**src/rtl/fifo_level_control_if.sv**
```systemverilog
// Request/status bundle between a FIFO user and fifo_level_control.
// master: issues write/read requests; slave: the level controller.
interface fifo_level_control_if #(
  parameter int ADDR_WIDTH = 3
);
  logic                  write;
  logic                  read;
  logic                  wr_en;
  logic                  rd_en;
  logic [ADDR_WIDTH-1:0] write_address;
  logic [ADDR_WIDTH-1:0] read_address;
  logic [ADDR_WIDTH:0]   count;
  logic                  full;
  logic                  empty;
  logic                  almost_full;
  logic                  almost_empty;
  logic                  overflow;
  logic                  underflow;

  modport master (
    output write, read,
    input  wr_en, rd_en, write_address, read_address, count,
           full, empty, almost_full, almost_empty, overflow, underflow
  );

  modport slave (
    input  write, read,
    output wr_en, rd_en, write_address, read_address, count,
           full, empty, almost_full, almost_empty, overflow, underflow
  );
endinterface

```
**src/rtl/fifo_level_control.sv**
```systemverilog
// Pointer/occupancy/flag controller for a single-clock FIFO with external storage.
// Define FIFO_LEVEL_CONTROL_ERR_FLAGS_EN to build the sticky overflow/underflow flags.
module fifo_level_control #(
  parameter int ADDR_WIDTH = 3,
  parameter int AF_LEVEL   = 6,
  parameter int AE_LEVEL   = 1
) (
  input  logic                clk,
  input  logic                areset,
  fifo_level_control_if.slave bus
);
  localparam logic [ADDR_WIDTH:0] ONE_C   = {{ADDR_WIDTH{1'b0}}, 1'b1};
  localparam logic [ADDR_WIDTH:0] DEPTH_C = {1'b1, {ADDR_WIDTH{1'b0}}};
  localparam logic [ADDR_WIDTH:0] AF_C    = AF_LEVEL[ADDR_WIDTH:0];
  localparam logic [ADDR_WIDTH:0] AE_C    = AE_LEVEL[ADDR_WIDTH:0];

  logic [ADDR_WIDTH:0] wptr_r;
  logic [ADDR_WIDTH:0] rptr_r;
  logic [ADDR_WIDTH:0] count_r;
  logic [ADDR_WIDTH:0] count_nxt_s;
  logic                full_r;
  logic                empty_r;
  logic                almost_full_r;
  logic                almost_empty_r;
  logic                wr_en_s;
  logic                rd_en_s;

  // A read while full frees the slot the simultaneous write needs.
  assign wr_en_s = bus.write & (~full_r | bus.read);
  assign rd_en_s = bus.read & ~empty_r;

  // Occupancy after this edge; flags are derived from it so they move with count.
  always_comb begin
    count_nxt_s = count_r;
    case ({wr_en_s, rd_en_s})
      2'b10:   count_nxt_s = count_r + ONE_C;
      2'b01:   count_nxt_s = count_r - ONE_C;
      default: count_nxt_s = count_r;
    endcase
  end

  // Pointers, occupancy and level flags.
  always_ff @(posedge clk or posedge areset) begin
    if (areset) begin
      wptr_r         <= {(ADDR_WIDTH+1){1'b0}};
      rptr_r         <= {(ADDR_WIDTH+1){1'b0}};
      count_r        <= {(ADDR_WIDTH+1){1'b0}};
      full_r         <= 1'b0;
      empty_r        <= 1'b1;
      almost_full_r  <= 1'b0;
      almost_empty_r <= 1'b1;
    end else begin
      if (wr_en_s) begin
        wptr_r <= wptr_r + ONE_C;
      end
      if (rd_en_s) begin
        rptr_r <= rptr_r + ONE_C;
      end
      count_r        <= count_nxt_s;
      full_r         <= (count_nxt_s == DEPTH_C);
      empty_r        <= (count_nxt_s == {(ADDR_WIDTH+1){1'b0}});
      almost_full_r  <= (count_nxt_s >= AF_C);
      almost_empty_r <= (count_nxt_s <= AE_C);
    end
  end

`ifdef FIFO_LEVEL_CONTROL_ERR_FLAGS_EN
  logic overflow_r;
  logic underflow_r;

  // Sticky error flags, cleared only by areset.
  always_ff @(posedge clk or posedge areset) begin
    if (areset) begin
      overflow_r  <= 1'b0;
      underflow_r <= 1'b0;
    end else begin
      if (bus.write & full_r & ~bus.read) begin
        overflow_r <= 1'b1;
      end
      if (bus.read & empty_r) begin
        underflow_r <= 1'b1;
      end
    end
  end

  assign bus.overflow  = overflow_r;
  assign bus.underflow = underflow_r;
`else
  assign bus.overflow  = 1'b0;
  assign bus.underflow = 1'b0;
`endif

  assign bus.wr_en         = wr_en_s;
  assign bus.rd_en         = rd_en_s;
  assign bus.write_address = wptr_r[ADDR_WIDTH-1:0];
  assign bus.read_address  = rptr_r[ADDR_WIDTH-1:0];
  assign bus.count         = count_r;
  assign bus.full          = full_r;
  assign bus.empty         = empty_r;
  assign bus.almost_full   = almost_full_r;
  assign bus.almost_empty  = almost_empty_r;
endmodule
```
**src/flat_wrapper.sv**
```systemverilog
// flat-port wrapper written by rule: the top's interface ports become plain ports
module fifo_level_control_flat 
#(
  parameter int ADDR_WIDTH = 3,
  parameter int AF_LEVEL   = 6,
  parameter int AE_LEVEL   = 1
)
  (clk, areset, bus_write, bus_read, bus_wr_en, bus_rd_en, bus_write_address, bus_read_address, bus_count, bus_full, bus_empty, bus_almost_full, bus_almost_empty, bus_overflow, bus_underflow);
  fifo_level_control_if #(.ADDR_WIDTH(ADDR_WIDTH)) bus_i ();
  input  logic clk;
  input  logic areset;
  input wire logic [$bits(bus_i.write)-1:0] bus_write;
  input wire logic [$bits(bus_i.read)-1:0] bus_read;
  output wire logic [$bits(bus_i.wr_en)-1:0] bus_wr_en;
  output wire logic [$bits(bus_i.rd_en)-1:0] bus_rd_en;
  output wire logic [$bits(bus_i.write_address)-1:0] bus_write_address;
  output wire logic [$bits(bus_i.read_address)-1:0] bus_read_address;
  output wire logic [$bits(bus_i.count)-1:0] bus_count;
  output wire logic [$bits(bus_i.full)-1:0] bus_full;
  output wire logic [$bits(bus_i.empty)-1:0] bus_empty;
  output wire logic [$bits(bus_i.almost_full)-1:0] bus_almost_full;
  output wire logic [$bits(bus_i.almost_empty)-1:0] bus_almost_empty;
  output wire logic [$bits(bus_i.overflow)-1:0] bus_overflow;
  output wire logic [$bits(bus_i.underflow)-1:0] bus_underflow;
  assign bus_i.write = bus_write;
  assign bus_i.read = bus_read;
  assign bus_wr_en = bus_i.wr_en;
  assign bus_rd_en = bus_i.rd_en;
  assign bus_write_address = bus_i.write_address;
  assign bus_read_address = bus_i.read_address;
  assign bus_count = bus_i.count;
  assign bus_full = bus_i.full;
  assign bus_empty = bus_i.empty;
  assign bus_almost_full = bus_i.almost_full;
  assign bus_almost_empty = bus_i.almost_empty;
  assign bus_overflow = bus_i.overflow;
  assign bus_underflow = bus_i.underflow;
  fifo_level_control #(.ADDR_WIDTH(ADDR_WIDTH), .AF_LEVEL(AF_LEVEL), .AE_LEVEL(AE_LEVEL)) u_core (.clk(clk), .areset(areset), .bus(bus_i));
endmodule
```
**config.mk**
```make
export PLATFORM = sky130hd
export DESIGN_NAME = fifo_level_control_flat
export DESIGN_NICKNAME = d
export VERILOG_FILES = /design/src/rtl/fifo_level_control_if.sv /design/src/rtl/fifo_level_control.sv /design/src/flat_wrapper.sv
export SDC_FILE = /design/constraint.sdc
export NUM_CORES = 1
export LEC_CHECK = 0
export ABC_AREA = 0
export CELL_PAD_IN_SITES_DETAIL_PLACEMENT = 0
export CELL_PAD_IN_SITES_GLOBAL_PLACEMENT = 1
export CORE_MARGIN = 5
export CORE_UTILIZATION = 39
export CTS_BUF_LIST = sky130_fd_sc_hd__clkbuf_8
export DETAILED_ROUTE_END_ITERATION = 10
export PLACE_DENSITY = 0.95
export SLEW_MARGIN = 20
export SYNTH_ARGS = -nofsm -noshare
export SYNTH_HDL_FRONTEND = slang
export SYNTH_SLANG_ARGS = --single-unit
```
**constraint.sdc**
```tcl
create_clock -name clk -period 6.55 [get_ports clk]
set_input_delay 0.9825 -clock clk [delete_from_list [all_inputs] [get_ports clk]]
set_output_delay 0.9825 -clock clk [all_outputs]
set_load 0.03 [all_outputs]
```
* Yosys cells after proc, flatten, opt, wreduce, memory -nomap -nowiden
Index checks and enable logic that the tools add are counted.
** Cells by class
- Reduce and logical (&&, ||, !) cells :: 1
- Bitwise gates (word level) :: 5
- Add/sub/neg operators :: 4
- Equal/unequal tests :: 3
- Order comparisons :: 2
- Multiplexer cells :: 1
** Operators by type and width (count)
- $add A4 B1 Y4 const B :: 3
- $pmux W4 S2 :: 1
- $eq A4 B4 Y1 const B :: 1
- $ge A4 B3 Y1 const B :: 1
- $le A4 B1 Y1 const B :: 1
- $logic_not A4 Y1 :: 1
- $sub A4 B1 Y4 const B :: 1
- $and A1 B1 Y1 :: 2
- $eq A2 B1 Y1 const B :: 1
- $eq A2 B2 Y1 const B :: 1
- $not A1 Y1 :: 2
- $or A1 B1 Y1 :: 1
** Word-level totals
- Register bits after elaboration :: 16
- Output and inout bits :: 18
- Bits of input ports :: 4

* Depth between registers and ports, before layout
- Depth in word-level cells :: 6
- Mapped depth :: 10

* Worst setup path before layout
OpenSTA, ideal clock, no wires.
- Kind :: input port to flip-flop
- Start point :: in bus_read
- End point :: reg u_core.empty_r (netlist: u_core.bus.empty)
- Required time :: 6.481 ns
- Slack :: 3.544 ns
- Stages on the path :: 9
- Setup time :: 0.069 ns
- Data arrival time :: 2.938 ns
- Cell sequence :: or2b_1 > inv_1 > ha_1 > buf_2 > xor2_1 > ha_1 > or3b_2 > a2bb2oi_1 > nor2b_1
** Between the ends
- Elaborated cells between the ends (all ways) :: 7
- Those cells by class :: eq/ne (2); mux (1); bitwise (3); reduce/logical (1)
** RTL lines
- start: declaration :: RTL line flat_wrapper.sv:13 : input wire logic [$bits(bus_i.read)-1:0] bus_read;
- $and A1 B1 Y1 * :: RTL line fifo_level_control.sv:30 : assign rd_en_s = bus.read & ~empty_r;
- named net bus_rd_en :: RTL line flat_wrapper.sv:15 : output wire logic [$bits(bus_i.rd_en)-1:0] bus_rd_en;
- $eq A2 B1 Y1 / $eq A2 B2 Y1 (equally long branches) :: RTL line fifo_level_control.sv:35 : case ({wr_en_s, rd_en_s})
- $pmux W4 S2 * :: RTL line fifo_level_control.sv:35
- $logic_not A4 Y1 * :: RTL line fifo_level_control.sv:61 : empty_r <= (count_nxt_s == {(ADDR_WIDTH+1){1'b0}});
- end signal: assignment :: RTL line fifo_level_control.sv:61
- end: declaration :: RTL line fifo_level_control.sv:22 : logic empty_r;
The timed path passes the listed nets; every way through them passes the cells marked *.
A chain may end at the register's enable or synchronous reset.

* Worst setup path after layout
- Start point :: in bus_read
- End point :: out bus_wr_en
** Between the ends
- Word-level cells in the longest chain between the ends :: 2
** Ends and longest elaborated chain
- $or A1 B1 Y1 :: RTL line fifo_level_control.sv:29 : assign wr_en_s = bus.write & (~full_r | bus.read);
- $and A1 B1 Y1 :: RTL line fifo_level_control.sv:29
- end: declaration :: RTL line flat_wrapper.sv:14 : output wire logic [$bits(bus_i.wr_en)-1:0] bus_wr_en;
Every way passes these cells.

==> qor.yml <==
status: "finished, final reports clean"
ctsLongestPathBuffers: 2
path_class: "input pin to output port"
worstHoldPathType: "register to register"
cts_made_buffers: 3
grt_pass1_wl_um: 2210
grtUsageTotal_pct: 10.7
finalMaxSlewViolations: 0
port_buffers: 19
die_x_um: 53.4
crit_fanout: 4
final-seq-area_um2: 353
syn-instance-count: 69
critPathLaunch: "bus_read"
final_nets: 98
wl_met2_um: 524
r2r_start: "u_core.bus.empty"
drt-met1-wl_um: 623
final_cell_mix: "clkdlybuf4s50_1 (19), dfrtp_1 (12), nand2_1 (10)"
setup-tns-final_ns: 0
io_pins: 22
utilization_pct: 55.4
hold_buffers: 0
antenna_left: 0
place_congestion: 0.674
max-vdd-ir-drop_mv: 0.295
grt.overflow.total: 0
start_kind: "input pin"
num_vias: 518
worstHoldStart: "u_core.wptr_r[2]"
synth_ff_type: "dfrtp_1"
hold_violations: 0
viasPerCell: 4.58
max_freq_mhz: 282
finalInstanceArea_um2: 977
netlist_area_um2: 734
clock_skew_ns: 0.00111
tritoncts: "done"
htreeDepth: 1
final_common_cell: "clkdlybuf4s50_1"
firstDrtPassIters: 1
clockRootBuffer: "clkbuf_8"
finalSetupViolCount: 0
synth-async-reset-ratio_pct: 100
cts_resized: 0
placementRows: 15
fin_cells: 113
leakage_nw: 0.444
cts.sinks: 14
finalCritPeriodShare_pct: 54.2
wire_per_inst_um: 11.1
drive_above_1_share_pct: 7.95
clkSlewWorstSetupHoldPaths_ns: 0.05
clock_latency_ns: 0.23
post-route-min-period_ns: 3.55
power.density_nw_per_um2: 603
top_layer: "met4"
multiInputGateArea_um2: 335
yosys_warnings: 0
drcViolationCount: 0
drt_iter0_drc: 0
cp.arrival_ns: 2.57
ys_seq_area_share_pct: 48.0
postCtsSetupBuffers: 0
met3_length_um: 95
synth.avg_cell_area_um2: 10.6
drv_cap: 0
fillers: 172
worstSetupEndpointType: "output port"
die-area_um2: 2850
grt_pass1_vias: 512
core_area_um2: 1760
synth_edf_count: 0
syn_to_final_growth_pct: 33.0
n_antenna_cell: 0
grt_max_degree: 15
rsz0062_at_grt: "no"
start_util_pct: 41.6
post_dp_cell_area_um2: 936
drt_wl_total_um: 1260
antenna_found_initial: 0
hpwl_um: 1040
ys_ff_latch: 14
dp.cells: 110
fp.dieH_um: 53.4
yosysUniqueCellTypes: 26
required_ns: 5.57
==> path summary, 6_finish.rpt <==
| check | to | cells after the start | slack, ns |
|---|---|---|---|
| max | bus_wr_en | 4 | 3.00 |
| min | u_core.wptr_r[2] | 1 | 0.47 |
| max reg2reg | u_core.bus.almost_full | 9 | 4.09 |
| min reg2reg | u_core.wptr_r[2] | 1 | 0.47 |
| max in group asynchronous | u_core.bus.empty | 2 | 5.14 |
| min in group asynchronous | u_core.bus.count[2] | 2 | 1.07 |
==> cell families after synthesis <==
group / synth area share [%]
and+or+nand+nor: 17.0
DFF: 48.0
buffers and inverters: 6.81
xor gates and xnor gates: 12.6
AOI/OAI and AO/OA: 4.09
adders and majority gates: 6.81
muxes: 4.09
other: 0.511
==> flip-flops by register name, indices dropped and copies added, names as in the netlist <==
register / cells
u_core.bus.count: 4
u_core.bus.empty: 1
u_core.rptr_r: 3
u_core.bus.full: 1
u_core.bus.almost_empty: 1
u_core.bus.almost_full: 1
u_core.wptr_r: 3
==> layout make-up <==
class,instances,area share [%]
clock buffer,3,4.23
inverter,7,2.69
sequential,14,36.1
timing repair buffer,19,19.5
tap,25,3.20
multi-input combinational,45,34.3
==> power by group <==
| group | switching [mW] | total [mW] | internal (mW) |
|---|---|---|---|
| sequential | 0.0411 | 0.176 | 0.135 |
| combinational | 0.189 | 0.347 | 0.158 |
| clock | 0.0254 | 0.0657 | 0.0404 |
==> critical path: stages <==
cell             delay, ns
clkdlybuf4s50_1       0.43
o21ai_0               0.40
inv_1                 0.13
clkdlybuf4s50_1       0.62
==> synthesized netlist by cell type (all sizes together) (2+ instances only) <==
cell type	n	area share (%)
dfstp	2	7.2
xnor2	6	7.2
nand2	10	5.1
inv	7	3.6
nor2	3	1.5
xor2	2	2.4
buf	3	2.7
mux2i	3	4.1
o21ai	2	1.4
dfrtp	12	41
nor2b	2	1.7
ha	4	6.8
==> layer usage <==
layer / vias to the layer above / GRT usage (%)
met1: 235 / 12.7
li1: 259 / -
met5: - / 0
met4: 0 / 3.83
met3: 4 / 4.23
met2: 20 / 17.1
==> per-stage QoR <==
stage	setup WS (ns)	power [mW]	hold slack [ns]
after floorplan	3.54	0.406	0.653
after global placement	3.02	0.523	0.460
after detailed placement	2.99	0.530	0.461
after CTS	2.98	0.598	0.472
after global routing	2.88	0.636	0.510
final	3.00	0.589	0.466
Note: power is estimated with default switching activity, not from simulation.
==> RTL change 1, RTL diff (same flow settings) <==
Build with the macro `FIFO_LEVEL_CONTROL_ERR_FLAGS_EN` defined.
--- a/src/rtl/fifo_level_control.sv
+++ b/src/rtl/fifo_level_control.sv
@@ -1,4 +1,6 @@
 // Pointer/occupancy/flag controller for a single-clock FIFO with external storage.
 // Define FIFO_LEVEL_CONTROL_ERR_FLAGS_EN to build the sticky overflow/underflow flags.
+`define FIFO_LEVEL_CONTROL_ERR_FLAGS_EN
+
 module fifo_level_control #(
   parameter int ADDR_WIDTH = 3,
Formal check against the unedited RTL: not equivalent (Yosys sat finds a counterexample within 4 cycles, from zero or initial values and one cycle with areset high).
==> RTL change 1 against the unedited design <==
Total power is 7.4% higher; largest cell class unchanged; via count up 4.8%; worst setup slack got worse by 0.031 ns; count of clock-buffer cells in the layout is the same; sequential cell count up 2; area after synthesis grew 4.3%; design area up 7.0%; wire length increased by 11%.
==> RTL change 1: results (changes against the unedited design) <==
post-synthesis compound-gate area fraction=5.229% (+1.1 points); Synth Area in XOR/XNOR=10.29% (-2.3 points); net count after synthesis=75; drt wl/cell=11.90 um (+6.8%); Final Wtd Congestion=0.6359 (-5.7%); post-place setup slack=2.984 ns (-0.01138 ns); CP max stage delay=0.73 ns (+0.11 ns); Static Leak=0.4565 nW (+2.7%); worst hold path class=reg -> reg; seq pwr=0.203 mW (+15%); WL met2=715 um (+36%); Clk network pwr share=11.3%; setup repair bufs after CTS=0 (unchanged); routed wl met3=83 um (-13%); Placed Cells incl. Taps=113 (+2.7%); DRC Markers=0 (unchanged); gr usage total=11.21% (+0.56 points); synth warn=0 (unchanged); DRT iter0 DRCs=3 (+3); CTS clock-pin slew for the worst setup and hold paths=roughly 0.060 ns; M2 GR Usage=20.52% (+3.4 points); largest net degree at the start of global routing=17 (+2); synthesized instance count=67 (-2.9%); Buf/Inv on CP=3 (unchanged); mux share of post-synthesis cell area=5.556% (+1.5 points); hold path startpoint=u_core.bus.underflow; post-synthesis sequential area ratio=52.61% (+4.6 points); first-pass GRT wire length=2311 um (+4.7%); vias per cell=4.641 (+1.2%); WP data arrival=2.60 ns (+0.03 ns); DP Wirelength=1092 um (+5.0%); Max IR drop VDD=0.0002460 V (-17%); Main synth FF type=dfrtp_1; clk_skew=0.004552 ns (+0.003443 ns); Adder-Cell Fraction of Synth Area=6.536% (-0.28 points); Total Wirelength=1392 um (+11%); Combinational Power Share=56.7% (-2.3 points); Pre-antenna DRT Iters=4 (+3); met1 WL=571 um (-8.3%); status=completed; crit-path leading delay family=buffers and inverters; nets@finish=99 (+1.0%); number of port buffers=21 (+2); M1 GR Usage=11.19% (-1.5 points); routing usage on met3=2.452% (-1.8 points); vias in the first global route=537 (+4.9%); initial antenna violation count=0 (unchanged); placed cell area=1001 um2 (+7.0%); leading cell types by count after synthesis=dfrtp_1, inv_1, nor2_1, xnor2_1, nand2_1; leading post-synthesis cells by cell area=dfrtp_1, dfstp_2, xnor2_1, ha_1, xor2_1; switching share of power=43.68% (+0.34 points); # diodes=0 (unchanged); Num CTS Buffers=3 (unchanged); Slowest cell on crit path=clkdlybuf4s50_1; post-synth cell types=26 (unchanged); share of cells above drive strength 1=10.00% (+2.0 points); max FFs per register=4 (unchanged)
-- RTL change 1: cell types whose count changed in the layout (fill, tap and decap cells not counted), moves of 2 or more --
| cell | change |
|---|---|
| clkdlybuf4s50_1 | +2 |
| dfrtp_1 | +2 |
| nor2_1 | +3 |
| conb_1 | -2 |
| nand2_1 | -5 |
| mux2_2 | +2 |
| or4b_1 | +2 |
-- RTL change 1: layout make-up --
type | instances | area, um2
Clock buffer | 3 | 41.29
Clock inverter | 1 | 3.754
Fill cell | 161 | 875.8
Inverter | 6 | 22.52
Multi-Input combinational cell | 43 | 331.6
Sequential cell | 16 | 402.9
Tap cell | 27 | 33.78
Timing Repair Buffer | 21 | 210.2
-- RTL change 1: final timing paths --
path                                        end  depth (start not counted)  slack [ns]
max                                   bus_rd_en                          4        2.97
min                        u_core.bus.underflow                          1        0.45
max reg2reg                    u_core.bus.empty                          7        4.45
min reg2reg                u_core.bus.underflow                          1        0.45
max in group asynchronous   u_core.bus.count[2]                          2        5.07
min in group asynchronous   u_core.bus.overflow                          2        1.10
==> RTL change 2, RTL diff (same flow settings) <==
Made on the original files. `AF_LEVEL` is set to 6 in 2 places; all go to 4.
--- a/src/rtl/fifo_level_control.sv
+++ b/src/rtl/fifo_level_control.sv
@@ -3,5 +3,5 @@
 module fifo_level_control #(
   parameter int ADDR_WIDTH = 3,
-  parameter int AF_LEVEL   = 6,
+  parameter int AF_LEVEL   = 4,
   parameter int AE_LEVEL   = 1
 ) (
--- a/src/flat_wrapper.sv
+++ b/src/flat_wrapper.sv
@@ -3,5 +3,5 @@
 #(
   parameter int ADDR_WIDTH = 3,
-  parameter int AF_LEVEL   = 6,
+  parameter int AF_LEVEL   = 4,
   parameter int AE_LEVEL   = 1
 )
Behaviour: not the same (Yosys sat finds a counterexample within 10 cycles, from zero or initial values and one cycle with areset high).
==> RTL change 2 against the unedited design <==
Design area increased by 1.8%; area after synthesis unchanged; worst setup slack lost 0.090 ns; total power shrank 8.5%; first-iteration DRC count increased by 13; synthesized cell count shrank 1.4%; wire length is 17% higher; count of clock-buffer cells in the layout up 1; sequential cell count is the same; clock power grew 24%; largest cell class unchanged.
==> RTL change 2: results (changes against the unedited design) <==
Synth Area in XOR/XNOR=9.370% (-3.2 points); post-synth cell types=29 (+12%); Total Wirelength=1479 um (+17%); Max IR drop VDD=0.0002643 V (-11%); Layout clock area frac=5.535% (+1.3 points); inverter count=7 (unchanged); clock buffers=4 (+1); DRT iter0 DRCs=13 (+13); clk_skew=0.001167 ns (+0.00005809 ns); gr usage total=12.70% (+2.0 points); mux share of post-synthesis cell area=2.896% (-1.2 points); routing usage on met3=6.197% (+2.0 points); fraction of area in multi-input gates=34.09% (-0.23 points); M2 GR Usage=21.43% (+4.3 points); internal power=0.3051 mW (-8.6%); leading cell types by count after synthesis=dfrtp_1, nand2_1, inv_1, xnor2_1, ha_1; Finished Layout Cells=114 (+0.88%); first-pass GRT wire length=2559 um (+16%); Static Leak=0.4405 nW (-0.89%); status=completed; post-synthesis compound-gate area fraction=6.644% (+2.6 points); Pre-antenna DRT Iters=4 (+3); Num CTS Buffers=3 (unchanged); Avg Cell Area, Syn=10.80 um2 (+1.5%); M1 GR Usage=13.82% (+1.2 points)
## RTL change 2: changes by cell type in the layout (fill, tap and decap cells not counted), moves of 2 or more
cell      delta
mux2i_1      -2
nand2b_1     +2
nor2b_1      -2
nor3b_1      +2
## RTL change 2: worst paths after layout
check | cells after the start | start | endpoint | slack (ns)
min | 1 | u_core.wptr_r[2] | u_core.wptr_r[2] | 0.47
min reg2reg | 1 | u_core.wptr_r[2] | u_core.wptr_r[2] | 0.47
max | 4 | bus_read | bus_wr_en | 2.91
max in group asynchronous | 2 | areset | u_core.bus.empty | 5.12
max reg2reg | 10 | u_core.bus.full | u_core.bus.empty | 3.86
min in group asynchronous | 2 | areset | u_core.bus.count[3] | 1.07
## RTL change 2: per-stage QoR
stage / area (um2) / worst slack (ns) / util, %
after detailed placement: 939.7 / 2.784 / 53.26
final: 994.7 / 2.912 / 56.38
after global routing: 994.7 / 2.763 / 56.38
after floorplan: 738.2 / 3.638 / -
after CTS: 994.7 / 2.887 / 56.38
after global placement: 939.7 / 2.905 / 53.26
## RTL change 2: power by group through the flow
| stage | Combinational, mW | Clock [mW] | Sequential (mW) |
|---|---|---|---|
| floorplan | 0.113 | 0 | 0.239 |
| global route | 0.313 | 0.0887 | 0.178 |
| finish | 0.289 | 0.0815 | 0.169 |
| global placement | 0.286 | 0 | 0.167 |
| CTS | 0.293 | 0.0847 | 0.168 |
| detailed placement | 0.292 | 0 | 0.169 |
## RTL change 2: layer usage
layer | vias up | routed length (um)
met3 | 0 | 111
met1 | 245 | 597
met5 | - | 0
met4 | 0 | 0
met2 | 17 | 770
li1 | 265 | -
## RTL change 2: critical path: cells and delay by family
family	cells	cell delay [ns]
AOI/OAI and AO/OA	1	0.45
buffers and inverters	3	1.23
